--- config.mk ---
export PLATFORM = sky130hd
export DESIGN_NAME = branch_resolve_queue
export DESIGN_NICKNAME = d
export VERILOG_FILES = /design/src/rtl/branch_resolve_queue.sv
export SDC_FILE = /design/constraint.sdc
export NUM_CORES = 1
export LEC_CHECK = 0
export ABC_CLOCK_PERIOD_IN_PS = 3360
export CAP_MARGIN = 10
export CORE_MARGIN = 2
export CORE_UTILIZATION = 30
export CTS_BUF_LIST = sky130_fd_sc_hd__clkbuf_8
export DETAILED_ROUTE_END_ITERATION = 7
export DONT_BUFFER_PORTS = 1
export SLEW_MARGIN = 25
export SYNTH_ARGS = -nofsm -noshare
export SYNTH_HDL_FRONTEND = slang
export SYNTH_SLANG_ARGS = --single-unit
--- constraint.sdc ---
create_clock -name clk -period 3.36 [get_ports clk]
set_clock_uncertainty 0.05 [all_clocks]
set_input_delay 0.672 -clock clk [delete_from_list [all_inputs] [get_ports clk]]
set_output_delay 0.672 -clock clk [all_outputs]
set_load 0.01 [all_outputs]
--- src/rtl/branch_resolve_queue.sv ---
`default_nettype none
// ============================================================================
// branch_resolve_queue : in-order queue of in-flight branch predictions.
//   Resolves the head, drives predictor updates and mispredict redirects.
//   Optional macro BRQ_STATS_EN adds saturating resolve/mispredict counters.
// Revision: 1.0
// ============================================================================
module branch_resolve_queue #(
  parameter int DEPTH       = 4,
  parameter int ADDR_W      = 8,
  parameter int RECOVER_CYC = 2
) (
  input  logic                    clk,
  input  logic                    rst,
  input  logic                    push,
  input  logic [ADDR_W-1:0]       push_pc,
  input  logic                    push_pred,
  input  logic [ADDR_W-1:0]       push_target,
  input  logic [6:0]              push_opcode,
  output logic                    push_ready,
  input  logic                    resolve,
  input  logic                    res_taken,
  output logic                    upd,
  output logic [ADDR_W-1:0]       upd_address,
  output logic                    upd_taken,
  output logic [6:0]              upd_opcode,
  output logic                    mispredict,
  output logic [ADDR_W-1:0]       redirect_pc,
`ifdef BRQ_STATS_EN
  output logic [15:0]             stat_resolved,
  output logic [15:0]             stat_mispred,
`endif
  output logic [$clog2(DEPTH):0]  count
);

  localparam int PTR_W = $clog2(DEPTH);
  localparam int CNT_W = PTR_W + 1;
  localparam logic [6:0] OP_BRANCH = 7'b1100011;
  localparam logic [6:0] OP_JALR   = 7'b1100111;
  localparam logic [6:0] OP_JAL    = 7'b1101111;

  typedef enum logic [1:0] {
    IDLE    = 2'd0,
    BUSY    = 2'd1,
    RECOVER = 2'd2
  } state_t;

  state_t state, state_next;
  logic [3:0] rec_cnt, rec_cnt_next;

  logic [ADDR_W-1:0] mem_pc     [DEPTH];
  logic [ADDR_W-1:0] mem_target [DEPTH];
  logic              mem_pred   [DEPTH];
  logic [6:0]        mem_op     [DEPTH];

  logic [PTR_W-1:0]  wr_ptr, rd_ptr;
  logic [CNT_W-1:0]  count_next;

  logic              op_ok, do_push, do_res, mis, do_write;
  logic [ADDR_W-1:0] head_pc, head_target, fallthru;
  logic              head_pred;
  logic [6:0]        head_op;

  assign op_ok = (push_opcode == OP_BRANCH) || (push_opcode == OP_JALR) ||
                 (push_opcode == OP_JAL);

  // Ready depends on registered state only, so a full queue blocks a push
  // even when the head is popped in the same cycle.
  assign push_ready = (count < CNT_W'(DEPTH)) && (state != RECOVER);
  assign do_push    = push && push_ready && op_ok;
  assign do_res     = resolve && (count != '0);

  assign head_pc     = mem_pc[rd_ptr];
  assign head_target = mem_target[rd_ptr];
  assign head_pred   = mem_pred[rd_ptr];
  assign head_op     = mem_op[rd_ptr];

  assign mis      = do_res && (head_pred != res_taken);
  assign do_write = do_push && !mis;
  assign fallthru = head_pc + ADDR_W'(4);

  always_comb begin
    count_next = count;
    if (mis) begin
      count_next = '0;
    end else begin
      case ({do_write, do_res})
        2'b10:   count_next = count + CNT_W'(1);
        2'b01:   count_next = count - CNT_W'(1);
        default: count_next = count;
      endcase
    end
  end

  always_comb begin
    state_next   = state;
    rec_cnt_next = rec_cnt;
    case (state)
      IDLE: begin
        if (do_write) state_next = BUSY;
      end
      BUSY: begin
        if (mis) begin
          state_next   = RECOVER;
          rec_cnt_next = 4'(RECOVER_CYC);
        end else if (count_next == '0) begin
          state_next = IDLE;
        end
      end
      RECOVER: begin
        if (rec_cnt <= 4'd1) begin
          state_next   = IDLE;
          rec_cnt_next = '0;
        end else begin
          rec_cnt_next = rec_cnt - 4'd1;
        end
      end
      default: begin
        state_next   = IDLE;
        rec_cnt_next = '0;
      end
    endcase
  end

  always_ff @(posedge clk or negedge rst) begin
    if (!rst) begin
      state   <= IDLE;
      rec_cnt <= '0;
    end else begin
      state   <= state_next;
      rec_cnt <= rec_cnt_next;
    end
  end

  // Entry payload needs no reset; occupancy is tracked by the pointers.
  always_ff @(posedge clk) begin
    if (do_write) begin
      mem_pc[wr_ptr]     <= push_pc;
      mem_target[wr_ptr] <= push_target;
      mem_pred[wr_ptr]   <= push_pred;
      mem_op[wr_ptr]     <= push_opcode;
    end
  end

  always_ff @(posedge clk or negedge rst) begin
    if (!rst) begin
      wr_ptr      <= '0;
      rd_ptr      <= '0;
      count       <= '0;
      upd         <= 1'b0;
      upd_address <= '0;
      upd_taken   <= 1'b0;
      upd_opcode  <= '0;
      mispredict  <= 1'b0;
      redirect_pc <= '0;
    end else begin
      count      <= count_next;
      upd        <= do_res;
      mispredict <= mis;
      if (mis) begin
        wr_ptr <= '0;
        rd_ptr <= '0;
      end else begin
        if (do_write) wr_ptr <= wr_ptr + PTR_W'(1);
        if (do_res)   rd_ptr <= rd_ptr + PTR_W'(1);
      end
      if (do_res) begin
        upd_address <= head_pc;
        upd_taken   <= res_taken;
        upd_opcode  <= head_op;
      end
      if (mis) redirect_pc <= res_taken ? head_target : fallthru;
    end
  end

`ifdef BRQ_STATS_EN
  always_ff @(posedge clk or negedge rst) begin
    if (!rst) begin
      stat_resolved <= '0;
      stat_mispred  <= '0;
    end else begin
      if (do_res && (stat_resolved != 16'hFFFF)) stat_resolved <= stat_resolved + 16'd1;
      if (mis && (stat_mispred != 16'hFFFF))     stat_mispred  <= stat_mispred + 16'd1;
    end
  end
`endif

endmodule
`default_nettype wire

==> flow_summary.toml <==
[outcome]
status = "completed"

[critical_path]
worstRegToRegCells = 11
cp.depth = 11
path_class = "register to register"
worstPathMaxFanout = 3
crit_start = "rd_ptr[0]"
r2r_start = "rd_ptr[0]"
cp-start-kind = "register"
cpMaxStageDelayCell = "mux4_2"
cp-end-kind = "register"
cp_slowest_stage_delay_ns = 0.54
crit_required_ns = 3.65
cp_top_family = "compound AO/OA/AOI/OAI gates"
critical_path.cell_chain = "mux4_2 -> xnor2_2 -> o21a_1 -> inv_1 -> ha_1 -> fa_1 -> xnor3_1 -> a32oi_1 -> o211ai_1 -> o211ai_1 -> a32o_1"
cp_common_cell = "o211ai_1"
worstPathArrival_ns = 3.40
r2r_slack_ns = 0.25
timing.rr.end = "state[1]"
critPathCapture = "state[1]"
path_buf_inv = 1

[power_and_ir_drop]
netSwitchingPower_mw = 1.533
intPower_mw = 3.348
fin_total_pwr_mw = 4.881
leakagePower_nw = 2.332
worst_ir_drop_vdd_mv = 0.2815
swShare = 0.3141
combinationalPowerShare = 0.250
pwr-share-clk = 0.292
pwr-share-seq = 0.458
powerDensity_nw_per_um2 = 776.1

[logic_synthesis]
synth_ff_type = "edfxtp_1"
synth_nets = 381
yosys_warnings = 0
netlist_top_cells_area = "edfxtp_1 53%, dfrtp_1 18%, mux4_2 8.2%"
ys_seq_area_frac = 0.7048
yosysTopAreaCell = "edfxtp_1"
synth-edff-count = 96
yosysTopAreaCellShare = 0.5265
ys_seq_elements = 135
postSynthAreaPerCell_um2 = 16.10
async_flop_share = 0.2889
syn_area_um2 = 5475
synthCells = 340
ys_types = 41

[timing]
rsz0062_at_grt = "false"
fmax_mhz = 321.7
worst_slack_ns = 0.2516
hold_viol = 0
fin_setup_tns_ns = 0
final-max-slew-violation-count = 0
period_minus_slack_ns = 3.108
worst_slew_pin_slew_ns = 0.5913
hold_slack_ns = 0.2662
setup_viol = 0
fin_crit_sh = 0.9251
relSlewSlack = 0.6008

[layout]
nets = 407
drive_gt1_frac = 0.1821
syn2layout_area_growth_pct = 14.85
layout_common_cells = "96 x edfxtp_1, 62 x nand2_1, 39 x dfrtp_1"
fin_cells = 608
finish.instance_area_um2 = 6289
final_common_cell = "edfxtp_1"
antenna_cells = 0
fillers = 1674
finish.utilization = 0.3501

[floorplanning]
start_util = 0.3048
die_w_um = 139.1
core_um2 = 17960
chipHeight_um = 139.1
core.rowCount = 49
die_area_um2 = 19350
pin_count = 59

[clock_network]
cts_tree = "done"
cts_setup_buffers = 0
clkTransAtPathRegs_ns = 0.09
cts.sinks = 135
cts_buffer_depth = 2
clockRootBuffer = "clkbuf_8"
insertion_delay_ns = 0.44
cts_buffers = 17
htree_num_levels = 4

[global_routing]
grt_pass1_wl_um = 17900
grt_max_degree = 40
grt_use_total = 0.1243
grt_pass1_vias = 3138
antenna_found_initial = 0
overflow = 0

[routing]
drc = 0
drt_first_pass_iters = 4
drt_wl_total_um = 11500
wl_per_cell_um = 18.91
via_count = 2885
drt_iter0_markers = 147
postRouteAntennaNets = 0
routed_via_density = 4.745

[min_path]
hold_path.class = "primary input to register"

[placement]
place_area_um2 = 5824
dp_hpwl_um = 7711
place_congestion = 0.7773
dp.cells = 574
pre_cts_ws_ns = 0.08503
port-buffer-count = 0

[flow_run]
maxCapViolCount = 0
area by class of cell:
class                      count  area, µm²  share of cell area
multi-input combinational    180       1493              0.2374
clock buffer                  17      234.0             0.03721
sequential                   135       3859              0.6136
clock inverter                15      187.7             0.02984
timing repair buffer          19      177.7             0.02825
tap                          229      286.5             0.04556
inverter                      13      51.30            0.008158
synth_stat cells, types with 3 or more instances:
master     n
a21oi_1    4
a31oi_1    3
and2_1     5
buf_2      5
buf_6      3
dfrtp_1   39
edfxtp_1  96
ha_1      11
inv_1     11
mux2i_1    6
mux4_1     4
mux4_2    20
nand2_1   62
nor2_1    19
nor3_1     5
o21a_1     3
o21ai_0    9
xnor2_1    7
timing repair:
action,CTS,global route
endpoints found under the hold margin,39,0
endpoints found under the setup margin,0,2
hold buffers,2,0
gates resized for setup,0,1
worst reg2reg max path: stages, from the launching register on:
cell and delay [ns]:
dfrtp_1 0.38, mux4_2 0.54, xnor2_2 0.20, o21a_1 0.15
inv_1 0.04, ha_1 0.23, fa_1 0.44, xnor3_1 0.39
a32oi_1 0.10, o211ai_1 0.15, o211ai_1 0.13, a32o_1 0.23
power groups by stage:
stage | Combinational, mW | Clock, mW | Sequential, mW
after CTS | 1.25 | 1.46 | 2.24
after global routing | 1.38 | 1.51 | 2.26
after detailed placement | 1.23 | 0 | 2.28
after global placement | 1.20 | 0 | 2.27
final | 1.22 | 1.42 | 2.24
after floorplan | 0.974 | 0 | 2.22
flip-flops by register name, summed over array words and instances, names as in the netlist, 2 cells and up:
| signal | count |
|---|---|
| count | 3 |
| mem_op | 28 |
| mem_pc | 32 |
| mem_pred | 4 |
| mem_target | 32 |
| rd_ptr | 2 |
| rec_cnt | 4 |
| redirect_pc | 8 |
| state | 2 |
| upd_address | 8 |
| upd_opcode | 7 |
| wr_ptr | 2 |
kinds of logic after synthesis:
group	Yosys count	synth area share
flops	135	0.7048
simple gates	99	0.07678
mux	30	0.1124
compound gates	28	0.03222
buf+inv	25	0.02354
fa+ha+maj	12	0.02879
xor+xnor	11	0.02148
routing by layer:
| metal | share of wire | up-vias | wire length, µm | global-route usage |
|---|---|---|---|---|
| li1 | - | 1310 | - | - |
| met1 | 0.40 | 1472 | 4558 | 0.1396 |
| met2 | 0.50 | 83 | 5759 | 0.2085 |
| met3 | 0.080 | 20 | 918 | 0.05628 |
| met4 | 0.023 | 0 | 261 | 0.04678 |
| met5 | 0 | - | 0 | 0 |
worst min path at each step:
stage	slack (ns)	cells after the start	from	endpoint
after global placement	0.33	0	rst	rec_cnt[2]
after global routing	0.24	0	push_target[3]	mem_target[2][3]
after detailed placement	0.33	0	rst	rec_cnt[3]
after CTS	0.25	0	push_opcode[0]	mem_op[2][0]
after floorplan	0.33	0	rst	count[0]
final	0.27	0	push_opcode[0]	mem_op[2][0]
Note: power is estimated with default switching activity, not from simulation.
